<file path="config.mk">
export PLATFORM = sky130hd
export DESIGN_NAME = pipeline_hazard_ctrl
export DESIGN_NICKNAME = d
export VERILOG_FILES = /design/src/rtl/pipe_ctrl_pkg.sv /design/src/rtl/hazard_detect.sv /design/src/rtl/pipeline_hazard_ctrl.sv
export SDC_FILE = /design/constraint.sdc
export NUM_CORES = 1
export LEC_CHECK = 0
export ABC_AREA = 1
export CORE_UTILIZATION = 45
export DETAILED_ROUTE_END_ITERATION = 7
export DONT_BUFFER_PORTS = 1
export PLACE_DENSITY = 0.61
export SKIP_LAST_GASP = 1
export SLEW_MARGIN = 10
export SYNTH_ARGS = -nofsm -noshare
export SYNTH_HDL_FRONTEND = slang
export SYNTH_HIERARCHICAL = 1
export SYNTH_SLANG_ARGS = --single-unit
</file>
<file path="constraint.sdc">
create_clock -name clk -period 1.4 [get_ports clk]
set_clock_uncertainty 0.05 [all_clocks]
set_input_delay 0.28 -clock clk [delete_from_list [all_inputs] [get_ports clk]]
set_output_delay 0.28 -clock clk [all_outputs]
set_load 0.02 [all_outputs]
</file>
<file path="src/rtl/pipe_ctrl_pkg.sv">
// Shared types and constants for the pipeline stall/flush sequencer.
package pipe_ctrl_pkg;

  localparam int unsigned RegAwDefault = 4;

  typedef enum logic [1:0] {
    StRun,
    StDrain,
    StHalted,
    StError
  } ctrl_state_t;

  // Pipeline-register control fields; a bubble zeroes every one of them.
  typedef struct packed {
    logic reg_write;
    logic mem_write;
    logic mem_to_reg;
    logic mem_read;
    logic branch;
    logic jump;
  } ctrl_fields_t;

  localparam ctrl_fields_t BubbleFields = '0;

  typedef struct packed {
    logic pc_enable;
    logic if_id_enable;
    logic if_id_flush;
    logic id_ex_enable;
    logic id_ex_bubble;
    logic ex_mem_enable;
  } pipe_ctrl_t;

  localparam pipe_ctrl_t CtrlFreeze = '0;

  localparam pipe_ctrl_t CtrlFlow = '{
    pc_enable:     1'b1,
    if_id_enable:  1'b1,
    if_id_flush:   1'b0,
    id_ex_enable:  1'b1,
    id_ex_bubble:  1'b0,
    ex_mem_enable: 1'b1
  };

  // PC takes the branch target while the two wrong-path instructions are squashed.
  localparam pipe_ctrl_t CtrlBranch = '{
    pc_enable:     1'b1,
    if_id_enable:  1'b1,
    if_id_flush:   1'b1,
    id_ex_enable:  1'b1,
    id_ex_bubble:  1'b1,
    ex_mem_enable: 1'b1
  };

  localparam pipe_ctrl_t CtrlLoadUse = '{
    pc_enable:     1'b0,
    if_id_enable:  1'b0,
    if_id_flush:   1'b0,
    id_ex_enable:  1'b1,
    id_ex_bubble:  1'b1,
    ex_mem_enable: 1'b1
  };

  localparam pipe_ctrl_t CtrlDrain = '{
    pc_enable:     1'b0,
    if_id_enable:  1'b1,
    if_id_flush:   1'b1,
    id_ex_enable:  1'b1,
    id_ex_bubble:  1'b0,
    ex_mem_enable: 1'b1
  };

  function automatic logic state_active(input ctrl_state_t st);
    return (st == StRun) || (st == StDrain);
  endfunction

endpackage

</file>
<file path="src/rtl/hazard_detect.sv">
// Combinational load-use compare between the instruction in ID and a load in EX.
module hazard_detect #(
  parameter int unsigned REG_AW = 4
) (
  input  logic [REG_AW-1:0] id_rs1,
  input  logic [REG_AW-1:0] id_rs2,
  input  logic              id_use_rs1,
  input  logic              id_use_rs2,
  input  logic [REG_AW-1:0] ex_rd,
  input  logic              ex_reg_write,
  input  logic              ex_mem_to_reg,
  output logic              load_use
);

  logic rs1_hit;
  logic rs2_hit;

  assign rs1_hit  = id_use_rs1 && (id_rs1 == ex_rd);
  assign rs2_hit  = id_use_rs2 && (id_rs2 == ex_rd);
  assign load_use = ex_mem_to_reg && ex_reg_write && (rs1_hit || rs2_hit);

endmodule

</file>
<file path="src/rtl/pipeline_hazard_ctrl.sv">
// Stall/flush/drain sequencer for the 5-stage pipeline.
// Optional PIPE_STALL_CNT_EN adds a saturating stall_cycles counter output.
module pipeline_hazard_ctrl
  import pipe_ctrl_pkg::*;
#(
  parameter int unsigned REG_AW      = RegAwDefault,
  parameter int unsigned MAX_WAIT    = 255,
  parameter int unsigned DRAIN_DEPTH = 3,
  parameter int unsigned CNT_W       = 32
) (
  input  logic              clk,
  input  logic              reset,
  input  logic [REG_AW-1:0] id_rs1,
  input  logic [REG_AW-1:0] id_rs2,
  input  logic              id_use_rs1,
  input  logic              id_use_rs2,
  input  logic [REG_AW-1:0] ex_rd,
  input  logic              ex_reg_write,
  input  logic              ex_mem_to_reg,
  input  logic              ex_branch_taken,
  input  logic              mem_req,
  input  logic              mem_ready,
  input  logic              halt_req,
  output logic              pc_enable,
  output logic              if_id_enable,
  output logic              if_id_flush,
  output logic              id_ex_enable,
  output logic              id_ex_bubble,
  output logic              ex_mem_enable,
  output logic              halt_ack,
  output logic              mem_timeout
`ifdef PIPE_STALL_CNT_EN
  ,
  output logic [CNT_W-1:0]  stall_cycles
`endif
);

  localparam int unsigned WaitW  = $clog2(MAX_WAIT + 1);
  localparam int unsigned DrainW = $clog2(DRAIN_DEPTH + 1);

  if (MAX_WAIT == 0 || DRAIN_DEPTH == 0 || CNT_W == 0) begin : gen_param_check
    $error("pipeline_hazard_ctrl: MAX_WAIT, DRAIN_DEPTH and CNT_W must be >= 1");
  end

  ctrl_state_t       state_q;
  logic [WaitW-1:0]  wait_cnt_q;
  logic [DrainW-1:0] drain_cnt_q;
  logic              halt_ack_q;
  logic              mem_timeout_q;

  logic       active;
  logic       mem_stall;
  logic       load_use;
  logic       wait_at_max;
  logic       drain_done;
  pipe_ctrl_t ctrl;

  hazard_detect #(
    .REG_AW(REG_AW)
  ) u_hazard_detect (
    .id_rs1       (id_rs1),
    .id_rs2       (id_rs2),
    .id_use_rs1   (id_use_rs1),
    .id_use_rs2   (id_use_rs2),
    .ex_rd        (ex_rd),
    .ex_reg_write (ex_reg_write),
    .ex_mem_to_reg(ex_mem_to_reg),
    .load_use     (load_use)
  );

  assign active      = state_active(state_q);
  assign mem_stall   = active && mem_req && !mem_ready;
  assign wait_at_max = (wait_cnt_q == WaitW'(MAX_WAIT - 1));
  assign drain_done  = (drain_cnt_q == DrainW'(DRAIN_DEPTH - 1));

  // A stalled branch stays in EX, so it is simply re-applied once memory completes.
  always_comb begin
    ctrl = CtrlFreeze;
    if (active) begin
      if (mem_stall) begin
        ctrl = CtrlFreeze;
      end else if (ex_branch_taken) begin
        ctrl = CtrlBranch;
      end else if (load_use) begin
        ctrl = CtrlLoadUse;
      end else if (state_q == StDrain) begin
        ctrl = CtrlDrain;
      end else begin
        ctrl = CtrlFlow;
      end
    end
  end

  assign pc_enable     = ctrl.pc_enable;
  assign if_id_enable  = ctrl.if_id_enable;
  assign if_id_flush   = ctrl.if_id_flush;
  assign id_ex_enable  = ctrl.id_ex_enable;
  assign id_ex_bubble  = ctrl.id_ex_bubble;
  assign ex_mem_enable = ctrl.ex_mem_enable;
  assign halt_ack      = halt_ack_q;
  assign mem_timeout   = mem_timeout_q;

  always_ff @(posedge clk) begin
    if (reset) begin
      state_q       <= StRun;
      wait_cnt_q    <= '0;
      drain_cnt_q   <= '0;
      halt_ack_q    <= 1'b0;
      mem_timeout_q <= 1'b0;
    end else begin
      case (state_q)
        StRun, StDrain: begin
          if (mem_stall) begin
            wait_cnt_q <= wait_cnt_q + WaitW'(1);
            if (wait_at_max) begin
              state_q       <= StError;
              mem_timeout_q <= 1'b1;
            end else if (state_q == StRun && halt_req) begin
              state_q     <= StDrain;
              drain_cnt_q <= '0;
            end
          end else begin
            wait_cnt_q <= '0;
            if (state_q == StRun) begin
              if (halt_req) begin
                state_q     <= StDrain;
                drain_cnt_q <= '0;
              end
            end else if (drain_done) begin
              // A halt_req dropped mid-drain still completes via HALTED.
              state_q    <= StHalted;
              halt_ack_q <= 1'b1;
            end else begin
              drain_cnt_q <= drain_cnt_q + DrainW'(1);
            end
          end
        end
        StHalted: begin
          wait_cnt_q <= '0;
          if (!halt_req) begin
            state_q    <= StRun;
            halt_ack_q <= 1'b0;
          end
        end
        StError: begin
          state_q <= StError;
        end
        default: begin
          state_q <= StRun;
        end
      endcase
    end
  end

`ifdef PIPE_STALL_CNT_EN
  logic [CNT_W-1:0] stall_cycles_q;

  always_ff @(posedge clk) begin
    if (reset) begin
      stall_cycles_q <= '0;
    end else if (active && !ctrl.pc_enable && (stall_cycles_q != '1)) begin
      stall_cycles_q <= stall_cycles_q + CNT_W'(1);
    end
  end

  assign stall_cycles = stall_cycles_q;
`endif

endmodule

</file>
* Yosys cells after proc, flatten, opt, wreduce, memory -nomap -nowiden
Cells that the tools add are included.
** Storage, ports and cells
- Logic and storage cells :: 68
- Register bits after elaboration :: 14
- Bits of input ports :: 22
- Output and inout port bits :: 8
** Cells by class
- Mux-type cells :: 26
- Reductions and logical operators :: 17
- Eq/ne operators :: 18
- Add/sub/neg operators :: 2
** Operators by type and width (count)
- $mux W6 :: 5
- $mux W2 :: 13
- $pmux W8 S2 :: 1
- $ne A4 B4 Y1 const B :: 3
- $ne A2 B2 Y1 const B :: 5
- $reduce_and A5 Y1 :: 2
- $add A8 B1 Y8 const B :: 1
- $eq A4 B4 Y1 :: 2
- $eq A8 B8 Y1 const B :: 1
- $mux W8 :: 1
- $logic_and A1 B1 Y1 :: 7
- $eq A2 B2 Y1 const B :: 3
- $pmux W2 S3 :: 1
- $mux W1 :: 4
- $reduce_and A4 Y1 :: 1
- $ne A3 B2 Y1 const B :: 1
- $ne A3 B3 Y1 const B :: 1
- $reduce_and A3 Y1 :: 1
- $add A2 B1 Y2 const B :: 1
- $eq A2 B1 Y1 const B :: 1
- $logic_not A2 Y1 :: 1
- $logic_or A1 B1 Y1 :: 2
- $ne A2 B1 Y1 const B :: 1
- $pmux W1 S2 :: 1
- 3 further kinds :: 3

* Logic depth before layout (Yosys ltp)
- Depth after elaboration :: 8
- Depth in mapped cells :: 10
- Mapped depth without buffers :: 10

* Cells and area by module
Netlist, hierarchy kept.
** Modules (own cells, without submodules)
- pipeline_hazard_ctrl :: times used 1, cells each 136, sequential area each 280.3 um^2, area an instance 889.6 um^2
- hazard_detect :: times used 1, cells each 34, sequential area each 0.0 um^2, area an instance 148.9 um^2

* Worst setup path before layout
OpenSTA, ideal clock, no wires.
- Path type :: input -> output
- Start :: in mem_ready
- End :: out if_id_flush
- Data arrival time :: 1.459 ns
- Data required time :: 1.070 ns
- Path slack :: -0.389 ns
- Path buffers :: 0
- Stages on the path :: 6
- Cell sequence :: inv_1 -> nand2_1 -> inv_1 -> nor2_1 -> o21ai_0 -> a21oi_1
** On the way
- Cells in the longest elaborated chain, start to end :: 4
** RTL lines
- from (decl) :: RTL line pipeline_hazard_ctrl.sv:22 : input logic mem_ready,
- $logic_not A1 Y1 :: RTL line pipeline_hazard_ctrl.sv:72 : assign mem_stall = active && mem_req && !mem_ready;
- $logic_and A1 B1 Y1 :: RTL line pipeline_hazard_ctrl.sv:72
- $mux W6 :: RTL line pipeline_hazard_ctrl.sv:80 : if (mem_stall) begin
- $mux W6 :: RTL line pipeline_hazard_ctrl.sv:79 : if (active) begin
- to (decl) :: RTL line pipeline_hazard_ctrl.sv:26 : output logic if_id_flush,
Every way passes these cells.

* Worst setup path after layout
- Start :: in id_rs2[2]
- End :: out if_id_enable
** On the way
- Cells in the longest elaborated chain, start to end :: 8
** RTL lines
- from (decl) :: RTL line pipeline_hazard_ctrl.sv:14 : input logic [REG_AW-1:0] id_rs2,
- $eq A4 B4 Y1 :: RTL line hazard_detect.sv:19 : assign rs2_hit = id_use_rs2 && (id_rs2 == ex_rd);
- $logic_and A1 B1 Y1 :: RTL line hazard_detect.sv:19
- $logic_or A1 B1 Y1 :: RTL line hazard_detect.sv:20 : assign load_use = ex_mem_to_reg && ex_reg_write && (rs1_hit || rs2_hit);
- $logic_and A1 B1 Y1 :: RTL line hazard_detect.sv:20
- named net load_use :: RTL line pipeline_hazard_ctrl.sv:53 : logic load_use;
- $mux W6 :: RTL line pipeline_hazard_ctrl.sv:84 : end else if (load_use) begin
- $mux W6 :: RTL line pipeline_hazard_ctrl.sv:82 : end else if (ex_branch_taken) begin
- $mux W6 :: RTL line pipeline_hazard_ctrl.sv:80
- $mux W6 :: RTL line pipeline_hazard_ctrl.sv:79
- to (decl) :: RTL line pipeline_hazard_ctrl.sv:25 : output logic if_id_enable,
The timed path passes the listed nets, and every way through them passes these cells.

==> flow_summary.json <==
{
  "end_kind": "output pin",
  "drc": 0,
  "first_pass_iters": 4,
  "postRouteAntennaNets": 0,
  "r2r_start": "wait_cnt_q[0]",
  "drtIter0Drc": 15,
  "cts_tree": "built",
  "mostFrequentLayoutCell": "nand2_1",
  "startpoint_type": "input port",
  "slowest_delay_ps": 240,
  "syn_inst": 170,
  "port_buffers": 0,
  "drive_gt1_share_pct": 32.6,
  "synth_ff_type": "dfxtp_1",
  "mostFrequentLayoutCells": "35 x nand2_1, 19 x inv_1, 16 x nand3_1",
  "synth_warnings": 6,
  "synth_nets": 195,
  "io_pins": 30,
  "grt_pass1_vias": 1034,
  "placed_cell_area_mm2": 0.00111,
  "worstSetupEndpoint": "if_id_enable",
  "post-route-period-util_pct": 110,
  "core_area_mm2": 0.00219,
  "post-route-util_pct": 60.4,
  "crit_path_top_delay_cell": "o21ai_4",
  "reg2reg_to": "drain_cnt_q[0]",
  "fmax_ghz": 0.648,
  "synth_edf_count": 0,
  "synth_seq_cells": 14,
  "start_util_pct": 47.4,
  "finalPower_mw": 1.20,
  "clk_pin_slew_ps": 90,
  "avgViaCountPerCell": 5.12,
  "vdd_drop_max_mv": 0.679,
  "crit_path_max_fanout": 3,
  "synthArstFlopShare_pct": 0,
  "hold_viol_final": 0,
  "gp_congestion": 0.831,
  "crit_required_ps": 1070,
  "syn_area_mm2": 0.00104,
  "grt_max_degree": 11,
  "setup-tns-final_ps": -425,
  "setup_viol": 4,
  "hp-class": "input port to register",
  "dieArea_mm2": 0.00250,
  "arrival_ps": 1210,
  "hpwl_mm": 1.76,
  "cp_cell_sequence": "nand2_1, inv_1, nor2_2, nor2_1, nand3_1, a21oi_2, inv_2, o21ai_4, inv_2",
  "cts_buffers": 3,
  "num_vias": 1071,
  "crit_type": "input port to output pin",
  "wl_per_cell_um": 11.8,
  "synthDistinctLibCells": 26,
  "fin_area_mm2": 0.00132,
  "num_rows": 17,
  "path_buf_inv": 3,
  "syn_area_per_cell_um2": 6.11,
  "outcome": "finished with violations",
  "seq_area_frac_synth_pct": 27.0,
  "holdWs_ps": 139,
  "critPathLaunch": "id_rs2[2]",
  "die_w_um": 50.0,
  "syn_to_final_growth_pct": 27.5,
  "violations": "negative setup slack",
  "grt_use_total_pct": 22.1,
  "insertion_delay_ps": 290,
  "root_buffer": "clkbuf_4",
  "n_antenna_cell": 0,
  "nets": 207,
  "rsz0062_at_grt": "true",
  "die_h_um": 50.0,
  "fin_ws_ps": -144,
  "slew_headroom_pct": 76.6,
  "cts_htree_levels": 1,
  "drv_slew": 0,
  "rrSetupSlack_ps": 80,
  "cp_top_family": "compound AO/OA/AOI/OAI gates",
  "grt_pass1_wl_mm": 4.31,
  "power_density_mw_per_mm2": 906,
  "min_period_ps": 1540,
  "critical_path_depth": 9,
  "grt_overflow_total": 0,
  "r2r_cells": 10,
  "antenna_found_initial": 0,
  "wl_mm": 2.46,
  "crit_path_frequent_cell": "inv_2",
  "worst_pin_slew_ps": 350,
  "cts_max_path_buffers": 2,
  "clock-sinks": 14,
  "maxCapViolCount": 0,
  "power.leakage_nw": 0.565
}
[state kept, by name, indices dropped and copies added (netlist names), named ones only]
register,cells
drain_cnt_q,2
state_q,1
mem_timeout,1
wait_cnt_q,8
halt_ack,1
[cell type report]
cell class	instances	area, µm²
multi-input cells	126	754
clock buffers	4	36.3
flip-flops and latches	14	293
repair buffers	9	77.6
well taps	28	35.0
inverters	28	128
fillers	215	867
[synthesized netlist by cell type, types with 2 or more instances]
cell type,instances,area share (%)
nand2_2,2,1.2
ha_1,3,3.6
a21oi_1,13,6.3
buf_4,2,1.4
nor2_1,22,8.0
dfxtp_1,14,27
inv_2,2,0.72
nand3_1,17,8.2
xnor2_1,2,1.7
o21ai_0,8,3.9
nor2_2,5,3.0
nor3_1,2,0.96
nand2_1,41,15
inv_1,25,9.0
[how the worst min path moves through the flow]
stage	to	slack [ps]	cells past startpoint	startpoint
after floorplan	wait_cnt_q[5]	400	2	wait_cnt_q[5]
after global placement	wait_cnt_q[3]	300	1	reset
after detailed placement	wait_cnt_q[4]	300	1	reset
after CTS	halt_ack	130	2	halt_req
after global routing	state_q[1]	140	2	halt_req
final	halt_ack	140	2	halt_req
[metal layers]
| layer | GRT usage (%) | up-vias | routed length (µm) |
|---|---|---|---|
| met1 | 24.7 | 486 | 1070 |
| met2 | 38.7 | 17 | 1260 |
| met5 | 0 | - | 0 |
| met4 | 7.14 | 0 | 38 |
| li1 | - | 562 | - |
| met3 | 7.10 | 6 | 86 |
[cell families (layout without fill, tap and decap cells)]
family	count (synthesis)	in the layout	synth area share, %
fa+ha+maj	3	3	3.61
flops	14	14	27.0
simple gates	94	94	41.1
xor+xnor	2	2	1.69
compound gates	27	27	14.8
buf+inv	30	41	11.8
[timing repair]
item,CTS,global route
gates cloned,0,0
gates resized for setup,20,28
setup buffers,2,2
hold buffers,1,0
setup endpoints to repair,6,11
hold endpoints to repair,8,0
pin swaps,10,16
[per-stage QoR]
| stage | cells | setup WS, ps |
|---|---|---|
| floorplan | 170 | 1.17 |
| global placement | 200 | -70.2 |
| detailed placement | 200 | -89.3 |
| CTS | 207 | -110 |
| global route | 209 | -234 |
| finish | 209 | -144 |
[where the power goes]
| group | internal, mW | switching, mW | total (mW) |
|---|---|---|---|
| clock | 0.158 | 0.144 | 0.303 |
| combinational | 0.169 | 0.263 | 0.432 |
| sequential | 0.429 | 0.0350 | 0.464 |
| total | 0.756 | 0.442 | 1.20 |
Power figures use the tool's default switching activity.
